### config.mk
export PLATFORM = sky130hd
export DESIGN_NAME = quad_encoder_reader
export DESIGN_NICKNAME = d
export VERILOG_FILES = /design/src/rtl/quad_encoder_reader.sv
export SDC_FILE = /design/constraint.sdc
export NUM_CORES = 1
export LEC_CHECK = 0
export BUFFER_PORTS_ARGS = -buffer_cell sky130_fd_sc_hd__buf_2
export CORE_ASPECT_RATIO = 1.2
export CORE_UTILIZATION = 25
export CTS_CLUSTER_DIAMETER = 80
export CTS_CLUSTER_SIZE = 20
export DETAILED_ROUTE_END_ITERATION = 12
export GPL_TIMING_DRIVEN = 0
export RECOVER_POWER = 50
export SLEW_MARGIN = 30
export SYNTH_ARGS = -nofsm -noshare
export SYNTH_HDL_FRONTEND = slang
export SYNTH_SLANG_ARGS = --single-unit
### constraint.sdc
create_clock -name clk -period 4.8 [get_ports clk]
set_input_delay 0.96 -clock clk [delete_from_list [all_inputs] [get_ports clk]]
set_output_delay 0.96 -clock clk [all_outputs]
set_load 0.01 [all_outputs]
### src/rtl/quad_encoder_reader.sv
// Quadrature encoder reader: A/B/index pins -> position, velocity, status.
// Ports: clk, resetn, JB[2:0], rd_en/rd_sel -> data_out/data_valid; wr_en/data_in; err.
module quad_encoder_reader #(
  parameter int DEBOUNCE   = 4,
  parameter int VEL_WINDOW = 1000000,
  parameter bit INVERT_DIR = 1'b0
) (
  input  logic        clk,
  input  logic        resetn,
  input  logic [2:0]  JB,
  input  logic        rd_en,
  input  logic [1:0]  rd_sel,
  input  logic        wr_en,
  input  logic [31:0] data_in,
  output logic [31:0] data_out,
  output logic        data_valid,
  output logic        err
);

  localparam int CW = (DEBOUNCE > 1) ? $clog2(DEBOUNCE) : 1;
  localparam int WW = (VEL_WINDOW > 1) ? $clog2(VEL_WINDOW) : 1;
  localparam logic [CW-1:0] CNT_LAST = CW'(DEBOUNCE - 1);
  localparam logic [WW-1:0] WIN_LAST = WW'(VEL_WINDOW - 1);

  logic [2:0]         sync1;
  logic [2:0]         sync2;
  logic [2:0]         filt;
  logic [2:0][CW-1:0] cnt;

  logic [2:0]  prev;
  logic [1:0]  ph_now;
  logic [1:0]  ph_prev;
  logic [1:0]  ph_diff;
  logic        fwd;
  logic        rev;
  logic        bad;
  logic        up;
  logic        dn;
  logic        idx_rise;
  logic [31:0] step;

  logic [31:0] position;
  logic [31:0] velocity;
  logic [31:0] acc;
  logic [WW-1:0] win_cnt;
  logic        idx_seen;
  logic        dir;
  logic [31:0] status;
  logic [31:0] rd_word;

  always_ff @(posedge clk or negedge resetn) begin
    if (!resetn) begin
      sync1 <= '0;
      sync2 <= '0;
      filt  <= '0;
      cnt   <= '0;
    end else begin
      sync1 <= JB;
      sync2 <= sync1;
      for (int i = 0; i < 3; i++) begin
        if (sync2[i] == filt[i]) begin
          cnt[i] <= '0;
        end else if (cnt[i] == CNT_LAST) begin
          filt[i] <= sync2[i];
          cnt[i]  <= '0;
        end else begin
          cnt[i] <= cnt[i] + CW'(1);
        end
      end
    end
  end

  // Gray -> binary phase; the phase difference mod 4 gives the move.
  assign ph_now  = {filt[1], filt[1] ^ filt[0]};
  assign ph_prev = {prev[1], prev[1] ^ prev[0]};
  assign ph_diff = ph_now - ph_prev;

  always_comb begin
    fwd = 1'b0;
    rev = 1'b0;
    bad = 1'b0;
    unique case (1'b1)
      (ph_diff == 2'd1): fwd = 1'b1;
      (ph_diff == 2'd3): rev = 1'b1;
      (ph_diff == 2'd2): bad = 1'b1;
      default: ;
    endcase
  end

  assign up       = INVERT_DIR ? rev : fwd;
  assign dn       = INVERT_DIR ? fwd : rev;
  assign step     = up ? 32'd1 : (dn ? 32'hFFFF_FFFF : 32'd0);
  assign idx_rise = filt[2] & ~prev[2];

  assign status = {26'd0, filt, idx_seen, dir, err};

  always_comb begin
    rd_word = '0;
    unique case (1'b1)
      (rd_sel == 2'b00): rd_word = position;
      (rd_sel == 2'b01): rd_word = velocity;
      (rd_sel == 2'b10): rd_word = status;
      (rd_sel == 2'b11): rd_word = '0;
    endcase
  end

  always_ff @(posedge clk or negedge resetn) begin
    if (!resetn) begin
      prev       <= '0;
      position   <= '0;
      velocity   <= '0;
      acc        <= '0;
      win_cnt    <= '0;
      idx_seen   <= 1'b0;
      dir        <= 1'b0;
      err        <= 1'b0;
      data_out   <= '0;
      data_valid <= 1'b0;
    end else begin
      prev <= filt;
      if (up) begin
        dir <= 1'b1;
      end else if (dn) begin
        dir <= 1'b0;
      end
      // A write overrides any step decoded in the same cycle.
      if (wr_en) begin
        position <= data_in;
        err      <= 1'b0;
        idx_seen <= 1'b0;
      end else begin
        position <= position + step;
        if (bad) begin
          err <= 1'b1;
        end
        if (idx_rise) begin
          idx_seen <= 1'b1;
        end
      end
      if (win_cnt == WIN_LAST) begin
        win_cnt  <= '0;
        velocity <= acc + step;
        acc      <= '0;
      end else begin
        win_cnt <= win_cnt + WW'(1);
        acc     <= acc + step;
      end
      data_valid <= rd_en;
      if (rd_en) begin
        data_out <= rd_word;
      end
    end
  end

endmodule

== Word level (Yosys, flattened, before mapping) ==
Index checks and enable logic that the tools add are counted.

* Bits in registers: 170
* Bits in latches: 0
* Bits in writable memories: 0
* Memory bits (read-only): 0
* Memories: 0

* Add/subtract/negate cells: 7
* Multiply operators: 0
* Div/mod/pow operators: 0
* $lt $le $gt $ge: 0
* Equal/unequal tests: 13
* Shifts and indexed selects: 0
* Muxes and demuxes: 21
* Bitwise logic cells: 7
* Reduce and logical (&&, ||, !) cells: 7

{| class="wikitable"
|+ Operator list
! cell !! count
|-
| 2-to-1 mux 32 bit || 4
|-
| one-hot mux 32 bit (4 select lines) || 1
|-
| adder 32 bit || 2
|-
| adder 20 x 1 -> 20 bit (second input constant) || 1
|-
| equality test 20 bit (second input constant) || 1
|-
| 2-to-1 mux 20 bit || 1
|-
| equality test 2 bit (second input constant) || 7
|-
| 2-to-1 mux 2 bit || 6
|-
| 2-to-1 mux 1 bit || 9
|-
| adder 2 x 1 -> 2 bit (second input constant) || 3
|-
| AND reduction 2 bit || 3
|-
| nonzero test 2 bit || 3
|-
| equality test 2 x 1 -> 1 bit (second input constant) || 2
|-
| NOT 1 bit || 4
|-
| equality test 1 bit || 3
|-
| zero test 2 bit || 1
|-
| subtractor 2 bit || 1
|-
| bitwise XOR 1 bit || 2
|-
| bitwise AND 1 bit || 1
|}

== Depth between registers and ports, before layout ==
* Word-level depth: 8
* Gate-level depth with buffers: 17

== Worst setup path after synthesis ==
No wires, ideal clock.

* Path kind: register to register
* Start point: register filt[1]
* End point: register velocity[26]
* Arrival: 3,735 ps
* Data required time: 4,671 ps
* Setup slack: 936 ps
* Stages on the path, launching flop included: 18
* Path buffers: 4
* Path through: dfrtp_1 > buf_2 > xnor2_1 > ha_1 > xor3_2 > nand2_4 > buf_2 > buf_2 > buf_2 > xnor2_1 > ha_1 > nand2_1 > nand4bb_1 > and2_1 > nor4_2 > mux2i_1 > xor2_1 > o21ai_1

* Word-level cells in the longest chain between the ends: 7
* Elaborated cells on any way between the ends: 9
* Classes of those cells: add/sub: 2; eq/ne: 2; mux: 4; bitwise: 1

{| class="wikitable"
|+ Ends and longest elaborated chain
! element !! RTL line !! source
|-
| start: declaration || 27 || <nowiki>logic [2:0] filt;</nowiki>
|-
| start signal: indexed assignment || 64 || <nowiki>filt[i] <= sync2[i];</nowiki>
|-
| bitwise XOR 1 bit || 74 || <nowiki>assign ph_now = {filt[1], filt[1] ^ filt[0]};</nowiki>
|-
| subtractor 2 bit (*) || 76 || <nowiki>assign ph_diff = ph_now - ph_prev;</nowiki>
|-
| equality test 2 bit || 84 || <nowiki>(ph_diff == 2'd3): rev = 1'b1;</nowiki>
|-
| 2-to-1 mux 1 bit || 82 || <nowiki>unique case (1'b1)</nowiki>
|-
| 2-to-1 mux 32 bit || 92 || <nowiki>assign step = up ? 32'd1 : (dn ? 32'hFFFF_FFFF : 32'd0);</nowiki>
|-
| 2-to-1 mux 32 bit (*) || 92 ||
|-
| adder 32 bit (*) || 142 || <nowiki>velocity <= acc + step;</nowiki>
|-
| end signal: assignment || 142 ||
|-
| end: declaration || 43 || <nowiki>logic [31:0] velocity;</nowiki>
|}

Mark *: on every way between the ends. The rest lies on a longest branch, timed or not.
A chain may end at the register's enable or synchronous reset.

== Final worst setup path ==
Same ends and word-level chain as after synthesis.

==> impl_metrics.tcl <==
set metrics [dict create \
    hp-start "sync1[0]" \
    worst_pin_slew_ns 2.093 \
    yosysSeqAreaShare_pct 44.20 \
    die-area_sq_um 39290 \
    max_slew_margin_pct -39.51 \
    slowest_stage "xor3_2" \
    yosys_warnings 0 \
    drt_wl_total_microns 29690 \
    r2r_end "velocity[26]" \
    synth-seq-cells 170 \
    postSynth.asyncResetShare_pct 100.0 \
    p_leak_nw 4.678 \
    synth_edf_count 0 \
    drc 0 \
    row_count 78 \
    syn-cell-area_sq_um 9625 \
    start_util_pct 25.42 \
    worstHoldPathCells 0 \
    fin_skew_ns 0.01037 \
    holdBufCountCts 0 \
    synthToLayoutAreaGrowth_pct 16.95 \
    final-setup-viol-count 0 \
    portBuffers 72 \
    synth.avg_cell_area_sq_um 9.098 \
    grt_setup_unrepaired "false" \
    drive_above_1_share_pct 13.33 \
    dr.first_iter.drc_count 736 \
    crit_chain "buf_2 > xnor2_1 > ha_1 > xor3_2 > nand2_4 > clkbuf_4 > buf_4 > buf_4 > xnor2_1 > ha_1 > nand2_1 > nand4bb_1 > and2_1 > nor4_4 > mux2i_1 > xor2_1 > o21ai_1" \
    power_density_nw_per_um2 762.4 \
    vias 8254 \
    layout.area.seq_sq_um 4254 \
    cp_top_family "simple AND/OR/NAND/NOR gates" \
    timing.rr.start "filt[1]" \
    synth_cell_types 71 \
    cp_max_fo 10 \
    grt_pass1_wl_microns 47410 \
    diodes 0 \
    yosysTopAreaCell "dfrtp_1" \
    pre_cts_ws_ns -0.5517 \
    antenna_left 0 \
    gp_congestion 0.9531 \
    synth_common_cells "dfrtp_1, nand2_1, nor2_1" \
    cp_slowest_stage_delay_ns 0.42 \
    r2r_cells 17 \
    fillCellCount 4019 \
    dpl.cell_count 1613 \
    regToRegSetupSlack_ns 0.28 \
    setup_tns_ns 0 \
    critPathKind "flop to flop" \
    dp_hpwl_microns 22240 \
    cts_tree "built" \
    layout.nets 1202 \
    vias_per_cell 5.024 \
    cts_sinks 170 \
    grt_usage_pct 15.55 \
    path_clk_slew_ns 0.06 \
    syn_nets 1108 \
    overflow 0 \
    fmax_mhz 221.0 \
    clockRootBuffer "clkbuf_16" \
    holdCritPathClass "flop to flop" \
    min_to "sync2[0]" \
    antenna_found_initial 0 \
    final.setup.worst_slack_ns 0.2760 \
    fin_util_pct 29.73 \
    fin_crit_sh_pct 94.25 \
    arrival_ns 4.85 \
    htreeDepth 4 \
    hold_viol_final 0 \
    wire_per_inst_microns 18.07 \
    synthCells 1058 \
    yosys_most_used_dff "dfrtp_1" \
    maxSlewViolCount 102 \
    cp.required_ns 5.12 \
    synth.area.top_cells "dfrtp_1, xnor2_1, mux2i_1" \
    die_y_microns 216.9 \
    ios 75 \
    multi_input_area_sq_um 4930 \
    critPathLaunchType "flop" \
    cts_buffer_depth 2 \
    status "finished, violations left" \
    coreArea_sq_um 37870 \
    numCtsBuffers 17 \
    clk_latency_ns 0.46 \
    synth_top_area_share_pct 44.20 \
    failed_checks "capacitance limit, slew limit" \
    grt_pass1_vias 8414 \
    first_pass_iters 5 \
    cp-end-kind "flop" \
    critical_path_buf_inv_count 4 \
    cap_violations 2 \
    irDropWorstVdd_v 0.0003854 \
    die_w_microns 181.1 \
    instances_no_fill 1643 \
    fin_crit_ns 4.524 \
    finalPower_mw 8.582 \
    synth_most_common_cell "dfrtp_1" \
    grt_max_degree 73 \
]
-- power breakdown --
part | switching (mW) | total, mW | internal [mW]
registers | 0.215 | 1.97 | 1.75
logic | 3.43 | 5.14 | 1.71
clock network | 0.568 | 1.48 | 0.908
-- per-layer routing --
metal	up-vias	wire [microns]	global-route usage [%]	share of wire (%)
li1	3921	-	-	-
met4	0	1284	7.994	4.3
met2	238	14880	27.18	50
met5	-	0	0	0
met3	71	1185	2.410	4.0
met1	4024	12340	18.39	42
-- sequential cells by signal (all words and copies together) (netlist names) --
signal,count
acc,32
position,32
filt,3
sync1,3
data_valid,1
prev,3
velocity,32
data_out,32
cnt,6
win_cnt,20
idx_seen,1
err,1
dir,1
sync2,3
-- cell families after synthesis --
| kind of cell | after synthesis | synth area share, % |
|---|---|---|
| compound gates | 185 | 11.97 |
| xor+xnor | 97 | 9.138 |
| fa+ha+maj | 9 | 1.170 |
| buf+inv | 114 | 4.862 |
| flops | 170 | 44.20 |
| mux | 61 | 6.499 |
| simple gates | 422 | 22.16 |
-- cell usage in the layout, fill, tap and decap left out, types with 4 or more instances in the layout --
master / Yosys / routed
and3_1: 25 / 25
nand4_1: 26 / 26
nor2b_1: 5 / 5
xnor2_1: 61 / 61
o21ai_1: 5 / 5
nor2_1: 106 / 106
or3_1: 6 / 6
o22ai_1: 37 / 37
buf_1: 5 / 5
ha_1: 9 / 9
bufinv_16: 0 / 4
clkbuf_1: 57 / 64
nor4_1: 22 / 20
o21ai_0: 64 / 64
o211ai_1: 4 / 4
clkbuf_16: 0 / 17
a21oi_1: 32 / 32
nor3_1: 31 / 30
mux2i_1: 49 / 49
buf_4: 3 / 4
and2_1: 8 / 8
nand2_1: 109 / 109
or4_1: 12 / 12
nor4_2: 4 / 5
a31oi_1: 8 / 8
buf_2: 17 / 85
dfrtp_1: 170 / 170
mux2_2: 12 / 12
xor2_1: 34 / 34
inv_1: 29 / 29
nand3_1: 43 / 43
-- worst max path at each step --
| stage | startpoint | end | slack, ns | cells after the start |
|---|---|---|---|---|
| after floorplan | filt[1] | velocity[26] | 0.94 | 17 |
| after global placement | filt[1] | position[24] | -0.55 | 16 |
| after detailed placement | filt[1] | position[24] | -0.55 | 16 |
| after CTS | filt[1] | velocity[26] | 0.03 | 17 |
| after global routing | filt[1] | acc[26] | 0.09 | 17 |
| final | filt[1] | velocity[26] | 0.28 | 17 |
-- metrics by stage --
| stage | hold slack, ns | cell area, sq um |
|---|---|---|
| 2_1_floorplan | 0.3312 | 9625 |
| 6_report | 0.3536 | 11260 |
| 3_3_place_gp | 0.3391 | 10590 |
| 4_1_cts | 0.3595 | 11290 |
| 3_5_place_dp | 0.3441 | 10660 |
| 5_1_grt | 0.3660 | 11260 |
-- cell type report --
type                    instances  share of cell area, %
clock buffers                  24                  4.279
well taps                     480                  5.335
repair buffers                 75                  3.368
clock inverters                 6                  1.223
multi-input cells             774                  43.79
flip-flops and latches        170                  37.79
inverters                      31                  1.056
plain buffers                  83                  3.157
-- what timing repair did --
action	4_1_cts	5_1_grt
pin swaps	0	1
hold endpoints to repair	0	0
setup endpoints to repair	26	10
setup buffers	0	0
gates resized for setup	4	4
No activity file was read; power rests on OpenSTA's default activity.
